## src/rtl/nlm_linebuf_ctrl_if.sv

```systemverilog
// rtl/nlm_linebuf_ctrl_if.sv - pixel stream, SRAM command and window-tag bundle for nlm_linebuf_ctrl
//
// Purpose: groups the input pixel handshake, the line-buffer SRAM command bus
// and the window-extraction tags that nlm_linebuf_ctrl drives.
// Ports (signals):
//   in_valid_i / in_data_i / in_ready_o    raster pixel stream into the sequencer
//   sram_wr_en_o / sram_wr_addr_o / sram_wr_data_o   one-hot row write
//   sram_rd_en_o / sram_rd_addr_o / head_num_o       all-row column read + rotation
//   ref_vld_o / srh_vld_o / total_vld_o              slice valids
//   col_o / center_row_o                             tags of the current total slice
// Modports: master = sequencer side, slave = stream source / downstream side.

interface nlm_linebuf_ctrl_if #(
  parameter int ADDR_WIDTH = 12,
  parameter int DATA_WIDTH = 12,
  parameter int SRAM_SIZE  = 18
);
  logic                  in_valid_i;
  logic [DATA_WIDTH-1:0] in_data_i;
  logic                  in_ready_o;
  logic [SRAM_SIZE-1:0]  sram_wr_en_o;
  logic [ADDR_WIDTH-1:0] sram_wr_addr_o;
  logic [DATA_WIDTH-1:0] sram_wr_data_o;
  logic                  sram_rd_en_o;
  logic [ADDR_WIDTH-1:0] sram_rd_addr_o;
  logic [4:0]            head_num_o;
  logic                  ref_vld_o;
  logic                  srh_vld_o;
  logic                  total_vld_o;
  logic [ADDR_WIDTH-1:0] col_o;
  logic [ADDR_WIDTH-1:0] center_row_o;

  modport master (
    input  in_valid_i, in_data_i,
    output in_ready_o,
    output sram_wr_en_o, sram_wr_addr_o, sram_wr_data_o,
    output sram_rd_en_o, sram_rd_addr_o, head_num_o,
    output ref_vld_o, srh_vld_o, total_vld_o, col_o, center_row_o
  );

  modport slave (
    output in_valid_i, in_data_i,
    input  in_ready_o,
    input  sram_wr_en_o, sram_wr_addr_o, sram_wr_data_o,
    input  sram_rd_en_o, sram_rd_addr_o, head_num_o,
    input  ref_vld_o, srh_vld_o, total_vld_o, col_o, center_row_o
  );
endinterface

```

## src/rtl/nlm_linebuf_ctrl.sv

```systemverilog
// rtl/nlm_linebuf_ctrl.sv - NLM 18-row circular line-buffer sequencer and window tagger
//
// Purpose: writes each raster line into one of SRAM_SIZE rotating SRAM rows,
// issues the column reads plus head_num rotation once enough lines are held,
// scans one read-only line at frame end, and tags the extracted window slices.
// Ports:
//   clk, rst_n        clock, asynchronous active-low reset
//   start_i           one-cycle frame arm (honoured only in IDLE)
//   bus (master)      pixel stream, SRAM commands, slice valids and tags
//   busy_o            high outside IDLE
//   done_o            one-cycle end-of-frame pulse
//   err_o             sticky mid-line input gap flag

module nlm_linebuf_ctrl #(
  parameter int ADDR_WIDTH = 12,
  parameter int DATA_WIDTH = 12,
  parameter int IMG_WIDTH  = 1920,
  parameter int IMG_HEIGHT = 1080,
  parameter int SRAM_SIZE  = 18
) (
  input  logic                 clk,
  input  logic                 rst_n,
  input  logic                 start_i,
  nlm_linebuf_ctrl_if.master   bus,
  output logic                 busy_o,
  output logic                 done_o,
  output logic                 err_o
);

  localparam logic [ADDR_WIDTH-1:0] LAST_COL  = ADDR_WIDTH'(IMG_WIDTH - 1);
  localparam logic [ADDR_WIDTH-1:0] LAST_LINE = ADDR_WIDTH'(IMG_HEIGHT - 1);
  // Last line written before the buffer holds enough rows to start reading.
  localparam logic [ADDR_WIDTH-1:0] FILL_LAST = ADDR_WIDTH'(SRAM_SIZE - 2);
  // Distance from the line being written to the window centre row.
  localparam logic [ADDR_WIDTH-1:0] CTR_OFF   = ADDR_WIDTH'(SRAM_SIZE / 2);
  localparam logic [ADDR_WIDTH-1:0] FLUSH_ROW = ADDR_WIDTH'(IMG_HEIGHT - SRAM_SIZE / 2);
  localparam logic [ADDR_WIDTH-1:0] ONE_A     = ADDR_WIDTH'(1);
  localparam logic [4:0]            LAST_ROW  = 5'(SRAM_SIZE - 1);

  // Read strobe shift pipeline: stage k is valid k+1 cycles after the read
  // command appears on the SRAM bus.
  localparam int PIPE_LEN = 8;
  localparam int REF_TAP  = 1;
  localparam int SRH_TAP  = 5;

  typedef enum logic [2:0] {
    ST_IDLE,
    ST_FILL,
    ST_RUN,
    ST_FLUSH,
    ST_DRAIN
  } state_t;

  state_t                state_q, state_d;
  logic [ADDR_WIDTH-1:0] col_q, col_d;
  logic [ADDR_WIDTH-1:0] line_q, line_d;
  logic [4:0]            wr_row_q, wr_row_d;
  logic                  err_q, err_d;
  logic                  busy_q, busy_d;
  logic                  done_q, done_d;
  logic                  in_ready_q, in_ready_d;

  logic [SRAM_SIZE-1:0]  wr_en_q, wr_en_d;
  logic [ADDR_WIDTH-1:0] wr_addr_q, wr_addr_d;
  logic [DATA_WIDTH-1:0] wr_data_q, wr_data_d;
  logic                  rd_en_q, rd_en_d;
  logic [ADDR_WIDTH-1:0] rd_addr_q, rd_addr_d;
  logic [4:0]            head_q, head_d;
  logic [ADDR_WIDTH-1:0] rd_row_q, rd_row_d;

  logic [PIPE_LEN-1:0]   vld_pipe_q, vld_pipe_d;
  logic [ADDR_WIDTH-1:0] col_pipe_q [PIPE_LEN];
  logic [ADDR_WIDTH-1:0] col_pipe_d [PIPE_LEN];
  logic [ADDR_WIDTH-1:0] row_pipe_q [PIPE_LEN];
  logic [ADDR_WIDTH-1:0] row_pipe_d [PIPE_LEN];

  logic                  accept;
  logic                  line_end;
  logic [4:0]            next_row;

  always_comb begin
    state_d   = state_q;
    col_d     = col_q;
    line_d    = line_q;
    wr_row_d  = wr_row_q;
    err_d     = err_q;
    done_d    = 1'b0;
    wr_en_d   = '0;
    wr_addr_d = wr_addr_q;
    wr_data_d = wr_data_q;
    rd_en_d   = 1'b0;
    rd_addr_d = rd_addr_q;
    head_d    = head_q;
    rd_row_d  = rd_row_q;

    accept   = in_ready_q & bus.in_valid_i;
    line_end = (col_q == LAST_COL);
    next_row = (wr_row_q == LAST_ROW) ? 5'd0 : wr_row_q + 5'd1;

    // Tags enter the pipeline only alongside a read, so idle stages carry zeros.
    vld_pipe_d    = {vld_pipe_q[PIPE_LEN-2:0], rd_en_q};
    col_pipe_d[0] = rd_en_q ? rd_addr_q : '0;
    row_pipe_d[0] = rd_en_q ? rd_row_q  : '0;
    for (int k = 1; k < PIPE_LEN; k++) begin
      col_pipe_d[k] = col_pipe_q[k-1];
      row_pipe_d[k] = row_pipe_q[k-1];
    end

    case (state_q)
      ST_IDLE: begin
        // A start coinciding with the done pulse belongs to the finished frame.
        if (start_i && !done_q) begin
          state_d  = ST_FILL;
          col_d    = '0;
          line_d   = '0;
          wr_row_d = '0;
          err_d    = 1'b0;
        end
      end

      ST_FILL, ST_RUN: begin
        if (accept) begin
          wr_en_d   = SRAM_SIZE'(1) << wr_row_q;
          wr_addr_d = col_q;
          wr_data_d = bus.in_data_i;
          if (state_q == ST_RUN) begin
            // Head is the row after the one being written: the oldest line held.
            rd_en_d   = 1'b1;
            rd_addr_d = col_q;
            head_d    = next_row;
            rd_row_d  = line_q - CTR_OFF;
          end
          if (line_end) begin
            col_d    = '0;
            line_d   = line_q + ONE_A;
            wr_row_d = next_row;
            if (state_q == ST_FILL && line_q == FILL_LAST) begin
              state_d = ST_RUN;
            end
            if (state_q == ST_RUN && line_q == LAST_LINE) begin
              state_d = ST_FLUSH;
            end
          end else begin
            col_d = col_q + ONE_A;
          end
        end else if (col_q != '0) begin
          // Mid-line gap: flag it and hold position until the stream resumes.
          err_d = 1'b1;
        end
      end

      ST_FLUSH: begin
        rd_en_d   = 1'b1;
        rd_addr_d = col_q;
        head_d    = next_row;
        rd_row_d  = FLUSH_ROW;
        if (line_end) begin
          col_d   = '0;
          state_d = ST_DRAIN;
        end else begin
          col_d = col_q + ONE_A;
        end
      end

      ST_DRAIN: begin
        // Reads are contiguous, so the last total valid is alone in the pipe.
        if (vld_pipe_q[PIPE_LEN-1] && (vld_pipe_q[PIPE_LEN-2:0] == '0) && !rd_en_q) begin
          done_d  = 1'b1;
          state_d = ST_IDLE;
        end
      end

      default: state_d = ST_IDLE;
    endcase

    in_ready_d = (state_d == ST_FILL) || (state_d == ST_RUN);
    busy_d     = (state_d != ST_IDLE);
  end

  always_ff @(posedge clk or negedge rst_n) begin
    if (!rst_n) begin
      state_q    <= ST_IDLE;
      col_q      <= '0;
      line_q     <= '0;
      wr_row_q   <= '0;
      err_q      <= 1'b0;
      busy_q     <= 1'b0;
      done_q     <= 1'b0;
      in_ready_q <= 1'b0;
      wr_en_q    <= '0;
      wr_addr_q  <= '0;
      wr_data_q  <= '0;
      rd_en_q    <= 1'b0;
      rd_addr_q  <= '0;
      head_q     <= '0;
      rd_row_q   <= '0;
      vld_pipe_q <= '0;
      for (int k = 0; k < PIPE_LEN; k++) begin
        col_pipe_q[k] <= '0;
        row_pipe_q[k] <= '0;
      end
    end else begin
      state_q    <= state_d;
      col_q      <= col_d;
      line_q     <= line_d;
      wr_row_q   <= wr_row_d;
      err_q      <= err_d;
      busy_q     <= busy_d;
      done_q     <= done_d;
      in_ready_q <= in_ready_d;
      wr_en_q    <= wr_en_d;
      wr_addr_q  <= wr_addr_d;
      wr_data_q  <= wr_data_d;
      rd_en_q    <= rd_en_d;
      rd_addr_q  <= rd_addr_d;
      head_q     <= head_d;
      rd_row_q   <= rd_row_d;
      vld_pipe_q <= vld_pipe_d;
      col_pipe_q <= col_pipe_d;
      row_pipe_q <= row_pipe_d;
    end
  end

  assign bus.in_ready_o     = in_ready_q;
  assign bus.sram_wr_en_o   = wr_en_q;
  assign bus.sram_wr_addr_o = wr_addr_q;
  assign bus.sram_wr_data_o = wr_data_q;
  assign bus.sram_rd_en_o   = rd_en_q;
  assign bus.sram_rd_addr_o = rd_addr_q;
  assign bus.head_num_o     = head_q;
  assign bus.ref_vld_o      = vld_pipe_q[REF_TAP];
  assign bus.srh_vld_o      = vld_pipe_q[SRH_TAP];
  assign bus.total_vld_o    = vld_pipe_q[PIPE_LEN-1];
  assign bus.col_o          = col_pipe_q[PIPE_LEN-1];
  assign bus.center_row_o   = row_pipe_q[PIPE_LEN-1];
  assign busy_o             = busy_q;
  assign done_o             = done_q;
  assign err_o              = err_q;

endmodule
```

## src/flat_wrapper.sv

```systemverilog
// flat-port wrapper written by rule: the top's interface ports become plain ports
module nlm_linebuf_ctrl_flat 
#(
  parameter int ADDR_WIDTH = 12,
  parameter int DATA_WIDTH = 12,
  parameter int IMG_WIDTH  = 1920,
  parameter int IMG_HEIGHT = 1080,
  parameter int SRAM_SIZE  = 18
)
  (clk, rst_n, start_i, busy_o, done_o, err_o, bus_in_valid_i, bus_in_data_i, bus_in_ready_o, bus_sram_wr_en_o, bus_sram_wr_addr_o, bus_sram_wr_data_o, bus_sram_rd_en_o, bus_sram_rd_addr_o, bus_head_num_o, bus_ref_vld_o, bus_srh_vld_o, bus_total_vld_o, bus_col_o, bus_center_row_o);
  nlm_linebuf_ctrl_if #(.ADDR_WIDTH(ADDR_WIDTH), .DATA_WIDTH(DATA_WIDTH), .SRAM_SIZE(SRAM_SIZE)) bus_i ();
  input  logic clk;
  input  logic rst_n;
  input  logic start_i;
  output logic busy_o;
  output logic done_o;
  output logic err_o;
  input wire logic [$bits(bus_i.in_valid_i)-1:0] bus_in_valid_i;
  input wire logic [$bits(bus_i.in_data_i)-1:0] bus_in_data_i;
  output wire logic [$bits(bus_i.in_ready_o)-1:0] bus_in_ready_o;
  output wire logic [$bits(bus_i.sram_wr_en_o)-1:0] bus_sram_wr_en_o;
  output wire logic [$bits(bus_i.sram_wr_addr_o)-1:0] bus_sram_wr_addr_o;
  output wire logic [$bits(bus_i.sram_wr_data_o)-1:0] bus_sram_wr_data_o;
  output wire logic [$bits(bus_i.sram_rd_en_o)-1:0] bus_sram_rd_en_o;
  output wire logic [$bits(bus_i.sram_rd_addr_o)-1:0] bus_sram_rd_addr_o;
  output wire logic [$bits(bus_i.head_num_o)-1:0] bus_head_num_o;
  output wire logic [$bits(bus_i.ref_vld_o)-1:0] bus_ref_vld_o;
  output wire logic [$bits(bus_i.srh_vld_o)-1:0] bus_srh_vld_o;
  output wire logic [$bits(bus_i.total_vld_o)-1:0] bus_total_vld_o;
  output wire logic [$bits(bus_i.col_o)-1:0] bus_col_o;
  output wire logic [$bits(bus_i.center_row_o)-1:0] bus_center_row_o;
  assign bus_i.in_valid_i = bus_in_valid_i;
  assign bus_i.in_data_i = bus_in_data_i;
  assign bus_in_ready_o = bus_i.in_ready_o;
  assign bus_sram_wr_en_o = bus_i.sram_wr_en_o;
  assign bus_sram_wr_addr_o = bus_i.sram_wr_addr_o;
  assign bus_sram_wr_data_o = bus_i.sram_wr_data_o;
  assign bus_sram_rd_en_o = bus_i.sram_rd_en_o;
  assign bus_sram_rd_addr_o = bus_i.sram_rd_addr_o;
  assign bus_head_num_o = bus_i.head_num_o;
  assign bus_ref_vld_o = bus_i.ref_vld_o;
  assign bus_srh_vld_o = bus_i.srh_vld_o;
  assign bus_total_vld_o = bus_i.total_vld_o;
  assign bus_col_o = bus_i.col_o;
  assign bus_center_row_o = bus_i.center_row_o;
  nlm_linebuf_ctrl #(.ADDR_WIDTH(ADDR_WIDTH), .DATA_WIDTH(DATA_WIDTH), .IMG_WIDTH(IMG_WIDTH), .IMG_HEIGHT(IMG_HEIGHT), .SRAM_SIZE(SRAM_SIZE)) u_core (.clk(clk), .rst_n(rst_n), .start_i(start_i), .bus(bus_i), .busy_o(busy_o), .done_o(done_o), .err_o(err_o));
endmodule
```

## config.mk

```make
export PLATFORM = sky130hd
export DESIGN_NAME = nlm_linebuf_ctrl_flat
export DESIGN_NICKNAME = d
export VERILOG_FILES = /design/src/rtl/nlm_linebuf_ctrl_if.sv /design/src/rtl/nlm_linebuf_ctrl.sv /design/src/flat_wrapper.sv
export SDC_FILE = /design/constraint.sdc
export NUM_CORES = 1
export LEC_CHECK = 0
export ABC_AREA = 1
export CELL_PAD_IN_SITES_DETAIL_PLACEMENT = 0
export CELL_PAD_IN_SITES_GLOBAL_PLACEMENT = 1
export CORE_UTILIZATION = 41
export CTS_CLUSTER_DIAMETER = 40
export DETAILED_ROUTE_END_ITERATION = 7
export GPL_TIMING_DRIVEN = 0
export PLACE_DENSITY = 0.81
export SYNTH_ARGS = -nofsm -noshare
export SYNTH_HDL_FRONTEND = slang
export SYNTH_SLANG_ARGS = --single-unit
```

## constraint.sdc

```tcl
create_clock -name clk -period 1.7 [get_ports clk]
set_input_delay 0.34 -clock clk [delete_from_list [all_inputs] [get_ports clk]]
set_output_delay 0.34 -clock clk [all_outputs]
set_load 0.05 [all_outputs]
```

# Word-level counts from Yosys, hierarchy flattened
# Cells that the tools add are included.
# totals
ff_bits,308
inputBits,16
output_inout_bits,91
elab_cells,117
# classes
add_sub_neg,4
eq_ne,16
shift,1
muxes,42
bitwise_logic,1
n_reduce_logical,21
# ops
cell,n
$mux W12,11
$pmux W12 S2,3
$mux W18,2
$pmux W12 S3,1
$mux W5,6
$add A12 B1 Y12 const B,2
$eq A12 B11 Y1 const B,2
$mux W3,7
$pmux W5 S2,2
$shl A1 B5 Y18 const A,1
$eq A12 B5 Y1 const B,1
$pmux W3 S4,1
$reduce_bool A12 Y1,1
$sub A12 B4 Y12 const B,1
$ne A2 B1 Y1 const B,5
$eq A3 B2 Y1 const B,3
$reduce_and A4 Y1,2
$logic_not A7 Y1,1
$mux W1,7
$eq A3 B1 Y1 const B,2
$reduce_and A3 Y1,2
$reduce_bool A3 Y1,2
$add A5 B1 Y5 const B,1
$eq A5 B5 Y1 const B,1
11 further kinds,18

# Longest topological paths before layout
# depth
depth_word,9
mapped_depth,13
mapped_depth_nobuf,13

# Least setup slack after synthesis
# Ideal clock, no wire load.
# synth_timing
path_kind,register to register
startpoint,register u_core.in_ready_q (netlist: u_core.bus.in_ready_o)
endpoint,register u_core.col_q[5]
setup_time_ns,0.126
t_arrival_ns,1.634
t_required_ns,1.574
path_slack_ns,-0.059
path_stages_with_launch,7
synth_period_minus_slack_ns,1.759
cell_sequence,dfrtp_1 > nand2_1 > nand2_2 > nand2_4 > or2_1 > nor3_1 > nor3b_2
# synth_between
elab_chain_cells,3
# synth_lines
item,line_no,rtl
from (decl),nlm_linebuf_ctrl.sv:61,"logic in_ready_q, in_ready_d;"
from (signal assigned),nlm_linebuf_ctrl.sv:210,in_ready_q <= in_ready_d;
$and A1 B1 Y1,nlm_linebuf_ctrl.sv:96,accept = in_ready_q & bus.in_valid_i;
$ne A2 B1 Y1 (no source line),--,
$reduce_and A3 Y1 (no source line),--,
to (signal assigned),nlm_linebuf_ctrl.sv:204,col_q <= col_d;
to (decl),nlm_linebuf_ctrl.sv:55,"logic [ADDR_WIDTH-1:0] col_q, col_d;"
# No other way between the ends.
# A chain may end at the register's enable or synchronous reset.

# Worst setup path after layout
# layout_timing
startpoint,register u_core.col_q[1]
endpoint,register u_core.line_q[5]
# layout_between
elab_chain_cells,3
# layout_lines
item,line_no,rtl
$eq A12 B11 Y1,nlm_linebuf_ctrl.sv:97,line_end = (col_q == LAST_COL);
$ne A2 B1 Y1 (no source line),--,
$reduce_and A4 Y1 (no source line),--,
to (signal assigned),nlm_linebuf_ctrl.sv:205,line_q <= line_d;
to (decl),nlm_linebuf_ctrl.sv:56,"logic [ADDR_WIDTH-1:0] line_q, line_d;"
# No other way between the ends.

==> results.ini <==
[global_routing]
antenna_found_initial=0
grt.total_usage_pct=15.20
grt_pass1_vias=6085
grt_pass1_wl_um=30990
gr-total-overflow=0
grt_max_degree=129

[final_layout]
syn_to_final_growth_pct=31.66
fin_nets=1021
final_cell_mix=dfrtp_1, nand2_1, inv_1, clkdlybuf4s15_2, o21ai_0
utilization_pct=55.12
final_common_cell=dfrtp_1
final_area_sq_um=13440
drive_above_1_share_pct=23.85
insertedDiodeCount=0
nFillCells=2073

[route]
drt_first_iter_violations=432
drc_errors=0
routedWlPerCell_um=13.94
vias_per_cell=4.548
drt-total-wl_um=18780
ant_nets=0
vias=6126
drt_first_pass_iters=5

[critical_path]
cpPeakStageDelay_ns=0.41
crit_buf_inv=1
crit_top_cell=nand2_4
path_cells=ha_4, nand2_4, nor2_4, nand2_4, nor2_4, nand3_2, nand2_4, buf_6, nand4_1, o21ai_1
cp-startpoint=u_core.col_q[1]
slowest_stage=dfrtp_1
critPathArrivalTime_ns=2.12
critPathCaptureType=register
worstPathRequired_ns=2.10
cp_max_fo=6
path_delay_family=simple AND/OR/NAND/NOR gates
r2r-start=u_core.col_q[1]
start_kind=register
path_class=register to register

[clocking]
clkLatencyLatePin_ns=0.51
clockBufferDepth=3
root_buffer=clkbuf_16
cts-buffers-inserted=40
cts_htree_levels=2
cts_tree=yes
path_clk_slew_ns=0.06
cts_sinks=308

[floorplan]
coreArea_sq_um=24390
dieArea_sq_um=25540
die_y_um=159.8
ios=107
die_w_um=159.8
start_util_pct=41.86
fp-row-count=57

[timing]
fin_crit_sh_pct=101.2
final_hold_viol_count=0
fmax_mhz=581.1
finalClockSkew_ns=0.01406
final-max-slew-violation-count=0
relSlewSlack_pct=58.30
tightest_slew_ns=0.6255
fin_crit_ns=1.721
fin_ws_ns=-0.02102
setup_viol=1
rsz0062_at_grt=true

[synth]
syn_area_per_cell_sq_um=12.48
syn_area_sq_um=10210
synth_ff_type=dfrtp_1
synthTopCellsByArea=dfrtp_1, nand2_1, inv_1
netlist.area_leader.share_pct=75.48
synth-edff-count=0
syn_inst=818
async_flop_share_pct=100.0
ys_types=39
ys_seq_area_share_pct=75.48
synth_fp_nets=845
yosys_register_bits=308
yosysWarnings=0
synth_area_leader_cell=dfrtp_1

[placement]
dp_hpwl_um=11470
port_buffers=106
place_area_sq_um=11740
gp_congestion=0.8486

[power_and_ir_drop]
p_per_area_nw_per_um2=1181
vdd_drop_max_v=0.0009727
p_leak_nw=6.513

[min_path]
worstHoldPathType=primary input to async pin

[run]
drv_cap=0

[run_status]
status=complete, but fails checks
violations=setup timing

==> sequential cells by signal, summed over array words and instances (netlist names) <==
signal                     count
u_core.busy_o                  1
u_core.col_pipe_d             84
u_core.err_o                   1
u_core.bus.center_row_o       12
u_core.bus.sram_wr_data_o     12
u_core.done_o                  1
u_core.bus.col_o              12
u_core.bus.sram_rd_addr_o     12
u_core.bus.sram_wr_en_o       18
u_core.col_q                  12
u_core.line_q                 12
u_core.vld_pipe_q              8
u_core.bus.sram_rd_en_o        1
u_core.state_q                 3
u_core.row_pipe_d             84
u_core.bus.sram_wr_addr_o     12
u_core.wr_row_q                5
u_core.bus.head_num_o          5
u_core.rd_row_q               12
u_core.bus.in_ready_o          1
==> area by class of cell <==
type	instances	area [sq um]	share of cell area, %
sequential	308	7711	57.36
tap	324	405.4	3.015
inverter	90	347.8	2.587
timing repair buffer	134	1279	9.511
buffer	18	140.1	1.042
multi-input combinational	402	2195	16.32
clock inverter	20	252.7	1.880
clock buffer	51	1114	8.283
==> path summary, 6_finish.rpt <==
kind / slack, ns / endpoint / cells after the start
worst max-delay path: -0.02 / u_core.line_q[5] / 10
worst min-delay path: 0.34 / u_core.row_pipe_d[4] / 2
worst max register to register: -0.02 / u_core.line_q[5] / 10
worst min register to register: 0.34 / u_core.row_pipe_d[30] / 0
max in group asynchronous: 0.38 / u_core.state_q[0] / 3
min in group clk: 0.34 / u_core.row_pipe_d[30] / 0
==> cell usage after synthesis, types with 2 or more instances <==
cell type,n
a21oi_1,13
a31oi_1,2
buf_2,5
buf_4,3
buf_6,3
clkbuf_1,7
dfrtp_1,308
ha_1,11
inv_1,81
inv_2,6
inv_4,2
nand2_1,161
nand2_2,6
nand2_4,2
nand3_1,32
nand4_1,12
nor2_1,43
nor2_2,3
nor2_4,3
nor3_1,25
nor3_4,2
nor4_1,2
o21a_1,2
o21ai_0,48
o21ai_1,3
o21ai_2,6
o22ai_1,5
xor2_1,11
==> metal layers <==
metal / part of all wire [%] / global-route usage [%]
met5: 0 / 0
met3: 5.3 / 3.455
met4: 3.1 / 6.277
met2: 49 / 24.85
met1: 43 / 19.65
==> repair_timing <==
action / in CTS / in global routing
pin swaps: 2 / 15
setup buffers: 5 / 19
gates resized for setup: 234 / 81
hold buffers: 1 / 0
cloned: 0 / 1
endpoints found under the setup margin: 156 / 107
endpoints found under the hold margin: 53 / 0
==> stage by stage <==
step | hold slack (ns) | setup TNS [ns] | cells | setup WS, ns | total power [W]
after detailed placement | 0.2856 | -29.91 | 1250 | -0.6347 | 0.007660
final | 0.3359 | -0.02102 | 1347 | -0.02102 | 0.01588
after floorplan | 0.04441 | 0 | 818 | 0.09762 | 0.007468
after global placement | 0.3310 | -3807.78 | 1248 | -13.39 | 0.007649
after CTS | 0.3380 | 0 | 1327 | 0.0003533 | 0.01612
after global routing | 0.3465 | -0.9532 | 1347 | -0.09291 | 0.01650
==> power by group <==
group | total [W] | switching [W] | internal (W)
Sequential | 0.00734 | 0 | 0.00734
Combinational | 0.000186 | 0.000140 | 0.0000459
Clock | 0.00836 | 0.00306 | 0.00530
==> kinds of logic after synthesis <==
group	synth area share (%)
adders and majority gates	1.348
AOI/OAI and AO/OA	4.460
and+or+nand+nor	13.36
buffers and inverters	4.411
xor gates and xnor gates	0.9435
DFF	75.48
==> worst reg2reg max path, delay by kind of cell, from the launching register on <==
kind            cells  cell delay, ns
buf+inv             1            0.14
flops               1            0.41
compound gates      1            0.13
simple gates        7            0.77
fa+ha+maj           1            0.17
(Power assumes the default switching activity.)
==> RTL change 1, RTL diff (same flow settings) <==
`DATA_WIDTH` is set to 12 in 3 places; all go to 8.
--- a/src/rtl/nlm_linebuf_ctrl_if.sv
+++ b/src/rtl/nlm_linebuf_ctrl_if.sv
@@ -14,3 +14,3 @@
   parameter int ADDR_WIDTH = 12,
-  parameter int DATA_WIDTH = 12,
+  parameter int DATA_WIDTH = 8,
   parameter int SRAM_SIZE  = 18
--- a/src/rtl/nlm_linebuf_ctrl.sv
+++ b/src/rtl/nlm_linebuf_ctrl.sv
@@ -15,3 +15,3 @@
   parameter int ADDR_WIDTH = 12,
-  parameter int DATA_WIDTH = 12,
+  parameter int DATA_WIDTH = 8,
   parameter int IMG_WIDTH  = 1920,
--- a/src/flat_wrapper.sv
+++ b/src/flat_wrapper.sv
@@ -4,3 +4,3 @@
   parameter int ADDR_WIDTH = 12,
-  parameter int DATA_WIDTH = 12,
+  parameter int DATA_WIDTH = 8,
   parameter int IMG_WIDTH  = 1920,
Ports: changed (resized bus_in_data_i and bus_sram_wr_data_o); port bits go from 107 to 99. The function was not compared with the original's and may differ.
==> RTL change 1 against the original RTL <==
The flow still finishes with violations (negative setup slack). Setup slack got worse by 0.037 ns. Wire length is 3.3% higher. Sequential cell count decreased by 4. Cell area down 1.1%. Largest cell class unchanged. Largest power group unchanged. Power shrank 5.7%. Area after synthesis shrank 0.22%. Sequential power fell by 1%. Hold slack improved by 0.0045 ns.
==> RTL change 1: results <==
[status]
status = "finished, violations left"
violations = "negative setup slack"

[worst_setup_path]
arrival_ns = 2.14
crit_fanout = 5
r2r_end = "u_core.wr_row_q[4]"
max_stage_delay_ns = 0.36

[timing]
relSlewSlack = 0.595
hold_ws_ns = 0.340
fin_setup_tns_ns = -0.401
postLayoutSetupSlackWorst_ns = -0.0581
setup_viol = 10

[place]
gp_congestion = 0.808
dp_slack_ns = -0.571
dpl.hpwl_mm = 11.9
dp_cells = 1253
numPortBuffers = 98
place_area_um2 = 11600

[yosys]
ys_ff_latch = 304
syn_inst = 829
synth-xor-area-share = 0.0112
syn_nets = 852
synth-edff-count = 0
synth-compound-area-share = 0.0503
synth-seq-area-share = 0.747
synth_common_cells = "304 x dfrtp_1, 164 x nand2_1, 83 x inv_1"
synthAdderAreaFrac = 0.0135
ys_types = 35

[cells_and_area]
clkbuf_count = 45
nNonClkInverters = 94
fillers = 2022
clock_cell_area_share = 0.0901
drive_gt1_frac = 0.270
nets = 1022
multi_input_comb_cells = 414
n_all_buffers = 149
area_share_nonclk_buffers = 0.105
multi_input_area_share = 0.174

[route]
num_vias = 6175
wl_per_cell_um = 14.4
met2WireLength_mm = 9.41
viasPerCell = 4.58
dr.pass1.iters = 4
drt-met1-wl_mm = 8.54

[global_routing]
use_met1 = 0.213
grt_pass1_wl_mm = 32.4
grt_pass1_vias = 6340
globalRouteMet3Util = 0.0335
use_met2 = 0.261

[power_and_ir_drop]
p_per_area_nw_per_um2 = 1130
peakVddDrop_uv = 600

[cts]
cts_buffers = 36
ctsResizeCount = 251
cts_setup_buffers = 14

[hold_path]
min_path_type = "flop to flop"
[RTL change 1: report_power, final]
group / total, mW / internal [mW] / leakage, nW / switching, mW
Clock: 7.56 / 4.61 / 0.590 / 2.96
Combinational: 0.177 / 0.0397 / 2.15 / 0.138
Sequential: 7.24 / 7.24 / 3.58 / 0
Total: 15.0 / 11.9 / 6.33 / 3.09
[RTL change 1: worst max-delay path by stage]
| stage | startpoint | to | slack (ns) | cells past startpoint |
|---|---|---|---|---|
| after floorplan | u_core.bus.in_ready_o | u_core.rd_row_q[8] | 0.03 | 9 |
| after global placement | rst_n | u_core.bus.in_ready_o | -13.24 | 1 |
| after detailed placement | bus_in_valid_i | u_core.rd_row_q[7] | -0.57 | 10 |
| after CTS | u_core.col_q[1] | u_core.wr_row_q[2] | -0.17 | 13 |
| after global routing | u_core.col_q[1] | u_core.wr_row_q[2] | -0.17 | 13 |
| final | u_core.col_q[1] | u_core.wr_row_q[4] | -0.06 | 13 |
==> RTL change 2, RTL diff (same flow settings) <==
Without the edit above. The 5 states of `state_t` get a one-hot encoding in 5 bits.
--- a/src/rtl/nlm_linebuf_ctrl.sv
+++ b/src/rtl/nlm_linebuf_ctrl.sv
@@ -45,8 +45,8 @@
 
-  typedef enum logic [2:0] {
-    ST_IDLE,
-    ST_FILL,
-    ST_RUN,
-    ST_FLUSH,
-    ST_DRAIN
+  typedef enum logic [4:0] {
+    ST_IDLE  = 5'b00001,
+    ST_FILL  = 5'b00010,
+    ST_RUN   = 5'b00100,
+    ST_FLUSH = 5'b01000,
+    ST_DRAIN = 5'b10000
   } state_t;
Check against the original RTL: same outputs for any inputs over 10 cycles, from zero or initial values and one cycle with rst_n low; not proved beyond that.
==> RTL change 2 against the original RTL <==
The flow still finishes with violations (negative setup slack). Area after synthesis increased by 2.3%. Hold slack got worse by 0.0086 ns. Sequential cell count increased by 2. Sequential share of layout area decreased by 1.7 points. Wire length increased by 5.7%. Cell area increased by 3.6%. Clock skew increased by 0.017 ns. Setup slack got worse by 0.0060 ns. Synthesized cell count increased by 8.6%. Utilization increased by 0.38 points.
Power is not compared: it rests on default switching activity, and its combinational part moved more than twofold at a synthesized area within 25%.
==> RTL change 2: results <==
[cts]
insertion_delay_ns = 0.54

[global_routing]
grt_pass1_wl_mm = 32.3
grt_pass1_vias = 6485
globalRouteTotalUtil = 0.157
grt_start_max_net_pins = 130

[worst_setup_path]
r2r-start = "u_core.state_q[1]"
r2r_end = "u_core.line_q[11]"
path_delay_family = "buffers and inverters"
max_stage_delay_ns = 0.43
crit_fanout = 5
arrival_ns = 2.13
reg2reg_depth = 11

[place]
gp_congestion = 0.831
dpl.hpwl_mm = 12.7
dp_slack_ns = -0.537

[route]
drt_iter0_drc = 361
dr.pass1.iters = 4
drt_wl_total_mm = 19.8
num_vias = 6502

[yosys]
ys_types = 32
synth_area_leaders = "dfrtp_1 74%, nand2_1 7.7%, inv_1 3.3%, o21ai_0 2.1%, nor2_1 2.0%"
synth_common_cells = "309 x dfrtp_1, 215 x nand2_1, 92 x inv_1"
syn_nets = 915
async_flop_share = 1.00
synth-seq-area-share = 0.742

[status]
status = "finished, violations left"
violations = "negative setup slack"

[cells_and_area]
nets = 1100
fillers = 2176
drive_gt1_frac = 0.261

[timing]
skew_ns = 0.0312
setup_viol = 5
postLayoutSetupSlackWorst_ns = -0.0271
hold_ws_ns = 0.327
relSlewSlack = 0.593

[hold_path]
min_path_type = "flop to flop"
min_to = "u_core.row_pipe_d[13]"
[RTL change 2: cell count changes after synthesis, moves of 6 or more]
cell	unedited run	this run
nand2_1	161	215
nor3_1	25	19
o21ai_1	3	14
nor2_1	43	57
inv_1	81	92
[RTL change 2: worst max-delay path by stage]
stage	to	depth (start not counted)	slack, ns
6_report	u_core.line_q[11]	11	-0.03
5_1_grt	u_core.line_q[10]	11	-0.07
4_1_cts	bus_sram_rd_addr_o[0]	1	-0.01
3_5_place_dp	u_core.bus.sram_wr_en_o[16]	6	-0.54
3_3_place_gp	u_core.col_q[2]	1	-12.46
2_1_floorplan	u_core.bus.sram_wr_data_o[10]	7	0.03
[RTL change 2: repair_timing]
action                     4_1_cts  5_1_grt
buffers inserted                17       16
gates resized for setup        297       93
pin swaps                        8       19
hold buffers                     1        0
hold endpoints to repair        59        0
gates cloned                     1        2
setup endpoints to repair      188      121
[RTL change 2: cells by family (layout without fill, tap and decap cells)]
logic type / after synthesis / in the layout / synth area share
xor gates and xnor gates: 15 / 15 / 0.0126
DFF: 310 / 310 / 0.742
adders and majority gates: 11 / 11 / 0.0132
AOI/OAI and AO/OA: 76 / 76 / 0.0407
buffers and inverters: 121 / 335 / 0.0477
and+or+nand+nor: 355 / 355 / 0.143
[RTL change 2: layout make-up]
| class | instances | share of cell area |
|---|---|---|
| Tap cell | 330 | 0.0296 |
| Clock inverter | 24 | 0.0199 |
| Buffer | 20 | 0.0116 |
| Inverter | 99 | 0.0270 |
| Timing Repair Buffer | 145 | 0.105 |
| Clock buffer | 47 | 0.0766 |
| Sequential cell | 310 | 0.557 |
| Multi-Input combinational cell | 457 | 0.174 |
[RTL change 2: metal layers]
| metal | global-route usage | vias to the layer above | wire length, µm | part of all wire |
|---|---|---|---|---|
| li1 | - | 3147 | - | - |
| met1 | 0.198 | 3184 | 8420 | 0.42 |
| met2 | 0.265 | 133 | 10000 | 0.51 |
| met3 | 0.0340 | 38 | 860 | 0.043 |
| met4 | 0.0600 | 0 | 520 | 0.026 |
| met5 | 0 | - | 0 | 0 |
[RTL change 2: power by group]
group	leakage [nW]	total, mW	internal (mW)	switching, mW
combinational	2.26	2.32	0.849	1.48
sequential	4.21	7.65	7.55	0.100
clock	0.648	8.15	4.91	3.24
[RTL change 2: stage by stage]
stage,instance area [µm²],power [mW],instances,setup TNS (ns)
2_1_floorplan,10500,8.91,888,0
3_3_place_gp,11900,9.59,1324,-3880.18
3_5_place_dp,12000,9.61,1326,-33.00
4_1_cts,13700,18.1,1415,-0.00999
5_1_grt,13900,18.9,1432,-1.01
6_report,13900,18.1,1432,-0.0784
